File: src/rtl/node_integrator.sv
// Node model: sums the signed device currents on one node, integrates them into a
// clamped node voltage, and resolves it to a logic level with hysteresis and a settle flag.
module node_integrator #(
  parameter int W             = 16,
  parameter int N_IN          = 4,
  parameter int CAP_SHIFT     = 2,
  parameter int VHI           = 16383,
  parameter int VLO           = -16384,
  parameter int TH_HI         = 2048,
  parameter int TH_LO         = -2048,
  parameter int INIT_HI       = 0,
  parameter int SETTLE_CYCLES = 8
) (
  input  logic                eclk,
  input  logic                erst,
  input  logic                en,
  input  logic [N_IN*W-1:0]   i_in,
  output logic signed [W-1:0] v,
  output logic                p,
  output logic                rise,
  output logic                fall,
  output logic                settled
);

  // Sum width holds N_IN full-scale currents; one extra bit lets v + delta never wrap.
  localparam int SW = W + $clog2(N_IN) + 1;
  localparam int XW = SW + 1;

  localparam logic signed [XW-1:0] VHI_X    = XW'(VHI);
  localparam logic signed [XW-1:0] VLO_X    = XW'(VLO);
  localparam logic signed [W-1:0]  VHI_W    = W'(VHI);
  localparam logic signed [W-1:0]  VLO_W    = W'(VLO);
  localparam logic signed [W-1:0]  TH_HI_W  = W'(TH_HI);
  localparam logic signed [W-1:0]  TH_LO_W  = W'(TH_LO);
  localparam logic [7:0]           SETTLE_W = 8'(SETTLE_CYCLES);

  typedef enum logic {LOW = 1'b0, HIGH = 1'b1} level_t;

  localparam level_t                ST_RST = (INIT_HI != 0) ? HIGH : LOW;
  localparam logic signed [W-1:0]   V_RST  = (INIT_HI != 0) ? VHI_W : VLO_W;

  level_t               state, state_next;
  logic signed [SW-1:0] sum;
  logic signed [SW-1:0] delta;
  logic signed [XW-1:0] v_wide;
  logic signed [W-1:0]  v_next;
  logic [7:0]           cnt, cnt_next;
  logic                 rise_next, fall_next;

  always_comb begin
    sum = '0;
    for (int k = 0; k < N_IN; k++) begin
      sum = sum + SW'($signed(i_in[k*W +: W]));
    end
  end

  assign delta  = sum >>> CAP_SHIFT;
  assign v_wide = XW'(v) + XW'(delta);

  always_comb begin
    if (v_wide > VHI_X)      v_next = VHI_W;
    else if (v_wide < VLO_X) v_next = VLO_W;
    else                     v_next = W'(v_wide);
  end

  // Level, edge pulses and settle counter all derive from v_next so they
  // stay consistent with the v registered on the same edge.
  always_comb begin
    state_next = state;
    rise_next  = 1'b0;
    fall_next  = 1'b0;
    cnt_next   = cnt;
    if (en) begin
      if (state == LOW && v_next >= TH_HI_W) begin
        state_next = HIGH;
        rise_next  = 1'b1;
      end else if (state == HIGH && v_next <= TH_LO_W) begin
        state_next = LOW;
        fall_next  = 1'b1;
      end
      if (v_next == v) cnt_next = (cnt == SETTLE_W) ? cnt : cnt + 8'd1;
      else             cnt_next = '0;
    end
  end

  always_ff @(posedge eclk or posedge erst) begin
    if (erst) begin
      state <= ST_RST;
      v     <= V_RST;
      cnt   <= '0;
      rise  <= 1'b0;
      fall  <= 1'b0;
    end else begin
      state <= state_next;
      cnt   <= cnt_next;
      rise  <= rise_next;
      fall  <= fall_next;
      if (en) v <= v_next;
    end
  end

  assign p       = (state == HIGH);
  assign settled = (cnt == SETTLE_W);

endmodule

File: config.mk
export PLATFORM = sky130hd
export DESIGN_NAME = node_integrator
export DESIGN_NICKNAME = d
export VERILOG_FILES = /design/src/rtl/node_integrator.sv
export SDC_FILE = /design/constraint.sdc
export NUM_CORES = 1
export LEC_CHECK = 0
export CELL_PAD_IN_SITES_DETAIL_PLACEMENT = 0
export CELL_PAD_IN_SITES_GLOBAL_PLACEMENT = 1
export CORE_MARGIN = 2
export CORE_UTILIZATION = 41
export CTS_CLUSTER_SIZE = 28
export DETAILED_ROUTE_END_ITERATION = 8
export PLACE_DENSITY_LB_ADDON = 0.12
export SYNTH_ARGS = -nofsm -noshare
export SYNTH_HDL_FRONTEND = slang
export SYNTH_SLANG_ARGS = --single-unit
File: constraint.sdc
create_clock -name eclk -period 4 [get_ports eclk]
set_input_delay 0.8 -clock eclk [delete_from_list [all_inputs] [get_ports eclk]]
set_output_delay 0.8 -clock eclk [all_outputs]
set_load 0.1 [all_outputs]
# After elaboration in Yosys (flattened, before gate mapping)
# Cells that the tools add are included.
dict set report totals {
  register_bits 27
  in_bits 67
  output_inout_bits 20
  word_cells 34
}
dict set report op_classes {
  addsub 5
  order_cmp 4
  eq_ne 3
  n_mux 11
  bitwise 1
  reduce_logical 5
}
# op count
set ops {}
lappend ops {{$mux W16} 2}
lappend ops {{$add A18 B16 Y19} 1}
lappend ops {{$add A16 B17 Y18} 1}
lappend ops {{$add A17 B16 Y18} 1}
lappend ops {{$gt A18 B15 Y1 const B} 1}
lappend ops {{$lt A18 B15 Y1 const B} 1}
lappend ops {{$add A16 B16 Y17} 1}
lappend ops {{$eq A16 B16 Y1} 1}
lappend ops {{$ge A16 B13 Y1 const B} 1}
lappend ops {{$le A16 B12 Y1 const B} 1}
lappend ops {{$mux W8} 2}
lappend ops {{$add A8 B1 Y8 const B} 1}
lappend ops {{$eq A8 B4 Y1 const B} 1}
lappend ops {{$mux W1} 7}
lappend ops {{$reduce_and A2 Y1} 2}
lappend ops {{$logic_and A1 B1 Y1} 2}
lappend ops {{$ne A2 B2 Y1 const B} 1}
lappend ops {{$reduce_bool A2 Y1} 1}
lappend ops {{$not A1 Y1} 1}

# Depth between registers and ports, before layout
dict set report logic_depth {
  ltp_word 12
  depth_mapped 33
  ltp_nobuf 30
}

# Worst setup path after synthesis
# Ideal clock, no wire load.
dict set report synth_timing {
  path_kind {in2reg}
  startpoint {input i_in[2]}
  endpoint {register cnt[1]}
  setup_ns 0.066
  t_arrival_ns 7.039
  required_ns 3.934
  path_slack_ns -3.104
  path_stages 29
  path_buffers 1
  cell_sequence {inv_1 -> fa_1 -> inv_1 -> fa_1 -> fa_1 -> a21o_1 -> a21oi_1 -> o21ai_0 -> a21oi_1 -> o21bai_1 -> a21oi_1 -> o21ai_0 -> o41ai_1 -> o21bai_1 -> a21oi_1 -> xnor2_1 -> ha_1 -> buf_2 -> a21oi_2 -> o21bai_1 -> o211a_2 -> a211oi_4 -> nand3_2 -> a2111oi_4 -> a2bb2oi_2 -> o2111ai_2 -> nor4_4 -> and4_1 -> a31o_1}
}
dict set report synth_via {
  elab_chain_len 10
  word_cells_on_any_way 12
  cone_classes {add/sub (4); order compare (2); eq/ne (2); mux (3); reduce/logical (1)}
}
# element line_no
set synth_lines {}
lappend synth_lines {{start: declaration} 17} ;# input logic [N_IN*W-1:0] i_in,
lappend synth_lines {{$add A16 B16 Y17 *} 53} ;# sum = sum + SW'($signed(i_in[k*W +: W]));
lappend synth_lines {{$add A17 B16 Y18 *} 53}
lappend synth_lines {{$add A18 B16 Y19 *} 53}
lappend synth_lines {{$add A16 B17 Y18 *} 58} ;# assign v_wide = XW'(v) + XW'(delta);
lappend synth_lines {{$lt A18 B15 Y1} 62} ;# else if (v_wide < VLO_X) v_next = VLO_W;
lappend synth_lines {{$mux W16} 62}
lappend synth_lines {{$mux W16 *} 61} ;# if (v_wide > VHI_X) v_next = VHI_W;
lappend synth_lines {{$eq A16 B16 Y1 *} 81} ;# if (v_next == v) cnt_next = (cnt == SETTLE_W) ? cnt : cnt + 8'd1;
lappend synth_lines {{$ne A2 B2 Y1 (no source line)} -}
lappend synth_lines {{$reduce_and A2 Y1 (no source line)} -}
lappend synth_lines {{end signal: assignment} 95} ;# cnt <= cnt_next;
lappend synth_lines {{end: declaration} 47} ;# logic [7:0] cnt, cnt_next;
# Every way passes the cells marked *; elsewhere a longest branch is shown, timed or not.
# A chain may end at the register's enable or synchronous reset.

# Worst setup path in the final report
dict set report layout_timing {
  startpoint {input i_in[2]}
  endpoint {register cnt[2]}
}
# Same word-level chain as after synthesis.

==> qor.log <==
qor: floorplan.initial_core_util 0.416
qor: floorplan.fp.dieH 116 µm
qor: detailed_routing.wl_per_cell 16.2 µm
qor: cts.clk_pin_slew 90 ps
qor: worst_setup_path.critPathMostFrequentCell a21oi_2
qor: global_routing.grt_use_total 0.258
qor: synth.summed_instance_area_of_the_synthesized_netlist 0.00518 mm²
qor: finish.area_of_the_multi_input_gates 0.00457 mm²
qor: detailed_routing.drt_pre_antenna_iters 5
qor: timing.worst_hold_slack 584 ps
qor: worst_setup_path.cp_slowest_cell fa_1
qor: cts.tritoncts yes
qor: timing.clock.fmax 148 MHz
qor: cts.hold_fix_buffers_cts 0
qor: floorplan.die_area 0.0136 mm²
qor: worst_setup_path.crit_arrival 6910 ps
qor: finish.final_nets 1070
qor: worst_setup_path.critical-path-max-stage-delay 520 ps
qor: worst_setup_path.crit_fanout 7
qor: place.detailed_place_hpwl 14.1 mm
qor: timing.timing.final.ws_setup -2750 ps
qor: detailed_routing.initialDrtViolationCount 375
qor: cts.clk_path_buf_depth 2
qor: synth.post_synthesis_average_cell_area 7.93 µm²
qor: timing.grt_setup_unrepaired true
qor: finish.num-fill-cells 1053
qor: hold_path.hold_path_class reg -> reg
qor: synth.dominant_synthesized_flop_cell dfrtp_1
qor: detailed_routing.final_antenna_net_count 0
qor: synth.syn_nets 791
qor: floorplan.io-pin-count 87
qor: global_routing.grt_overflow_total 0
qor: worst_setup_path.critPathKind in -> reg
qor: place.buffer_ports.inserted 86
qor: cts.clock_latency 280 ps
qor: timing.worst_clock_skew 11.9 ps
qor: global_routing.maximum_number_of_pins_on_one_net_before_global_route_repair 29
qor: run_status.outcome finished, violations left
qor: detailed_routing.drcViolationCount 0
qor: worst_setup_path.startpoint_type primary input
qor: cts.tritoncts_num_sinks 27
qor: synth.asyncSetResetFlopFracSynth 1.00
qor: place.placement.cell_area 0.00752 mm²
qor: run_status.violations setup timing
qor: synth.synth.yosys.seq_area_share 0.131
qor: place.post-place-ws -3970 ps
qor: synth.synthCells 654
qor: detailed_routing.vias 5891
qor: global_routing.grt_first_pass_wirelength 27.7 mm
qor: cts.numCtsBuffers 3
qor: cts.clock-root-buffer clkbuf_16
qor: detailed_routing.routed_wl 17.9 mm
qor: finish.flow.area_growth_from_synthesis 64.7%
qor: timing.setup-tns-final -66530 ps
qor: cts.cts_htree_levels 1
qor: finish.layout.cell_area.non_filler 0.00854 mm²
qor: timing.slew_viol_final 0
qor: timing.finalSetupViolCount 27
qor: timing.hold_viol 0
qor: timing.fin_crit_sh 1.69
qor: worst_setup_path.worst-endpoint-required 4160 ps
qor: timing.timing_worst_slew_pin_value 1120 ps
qor: floorplan.core_area 0.0125 mm²
qor: synth.number_of_enable_flip_flop_cells_after_synthesis 0
qor: finish.final_layout_size_suffix_gt1_frac 0.380
qor: timing.max-slew-margin-rel 0.255
qor: detailed_routing.detail_route.vias_per_cell 5.34
qor: floorplan.core.rowCount 41
qor: finish.antenna_cells 0
qor: synth.synth-seq-cells 27
qor: job.max_cap_violations 0
qor: synth.yosys_warnings 0
qor: finish.final-seq-area 678 µm²
qor: worst_setup_path.worst_setup_path_end_kind register
qor: synth.ys_types 93
qor: global_routing.via_count_of_the_first_global_routing_pass 5633
qor: global_routing.number_of_antenna_violations_at_the_first_check_in_global_routing 0
qor: floorplan.chipWidth 116 µm
qor: place.gp_congestion 0.995
qor: timing.finalCriticalPeriod 6750 ps
[worst max-delay path: cells and delay by family]
kind,cells,cell delay [ps]
and+or+nand+nor,2,140
xor gates and xnor gates,2,410
AOI/OAI and AO/OA,18,2970
buffers and inverters,7,840
adders and majority gates,4,1720
[cells by family (layout without fill, tap and decap cells)]
family,after synthesis,after routing,synth area share
DFF,27,27,0.131
xor gates and xnor gates,35,35,0.0627
muxes,5,5,0.0104
buffers and inverters,134,412,0.103
AOI/OAI and AO/OA,184,184,0.281
adders and majority gates,70,70,0.218
and+or+nand+nor,199,199,0.194
[sequential cells by signal, indices dropped and copies added, names as in the netlist]
register and flops:
fall 1, rise 1, v 16, cnt 8
p 1
[metrics by stage]
stage          std cells   util
4_1_cts             1091  0.653
3_5_place_dp        1059  0.604
5_1_grt             1104  0.685
2_1_floorplan        654      -
3_3_place_gp        1059  0.604
6_report            1104  0.685
[layout by cell type (no fill, tap or decap), drive strengths merged, types with 19 or more instances in the layout]
master	instances
nor2	66
xnor2	21
nand3	19
clkdlybuf4s50	70
inv	106
o21ai	25
fa	34
nand2	49
ha	36
buf	222
a21oi	37
dfrtp	25
[routing by layer]
| layer | vias up | global-route usage | share of wire |
|---|---|---|---|
| li1 | 2855 | - | - |
| met4 | 0 | 0.0619 | 0.021 |
| met5 | - | 0 | 0 |
| met3 | 25 | 0.0161 | 0.058 |
| met2 | 185 | 0.448 | 0.49 |
| met1 | 2826 | 0.351 | 0.43 |
[Yosys cell counts (8+ instances only)]
library cell / number / area (µm²)
nand4_1: 9 / 56.3
ha_1: 36 / 450
nor2_1: 66 / 248
o21a_1: 11 / 82.6
nand2_1: 49 / 184
dfrtp_1: 25 / 626
buf_2: 12 / 60.1
a31oi_1: 8 / 50.1
xnor2_1: 21 / 184
o21ai_0: 17 / 85.1
nor3_1: 12 / 60.1
inv_1: 105 / 394
o211ai_1: 12 / 90.1
a21o_1: 10 / 75.1
nand3_1: 18 / 90.1
a21oi_1: 33 / 165
clkbuf_1: 11 / 41.3
xor2_1: 13 / 114
fa_1: 34 / 681
[path summary, 6_finish.rpt]
path	slack, ps	start	cells after the start	to
max	-2750	i_in[2]	33	cnt[2]
min	580	v[15]	1	v[15]
max reg2reg	290	v[0]	16	cnt[1]
min reg2reg	580	v[15]	1	v[15]
max in group asynchronous	2220	erst	2	v[0]
min in group asynchronous	1100	erst	2	v[11]
[cell type report]
cell class / count / share of cell area
multi-input combinational: 493 / 0.535
timing repair buffer: 301 / 0.303
sequential: 27 / 0.0794
inverter: 107 / 0.0482
tap: 172 / 0.0252
clock buffer: 3 / 0.00879
clock inverter: 1 / 0.000879
[repair_timing]
item                                    CTS  global route
endpoints found under the hold margin     0             0
pin swaps                                71            48
resized for setup                       115            61
endpoints found under the setup margin   27            27
setup buffers                            30            16
Power is not shown: default switching activity piles up to over one toggle a cycle in this logic, so the estimate is an artifact.
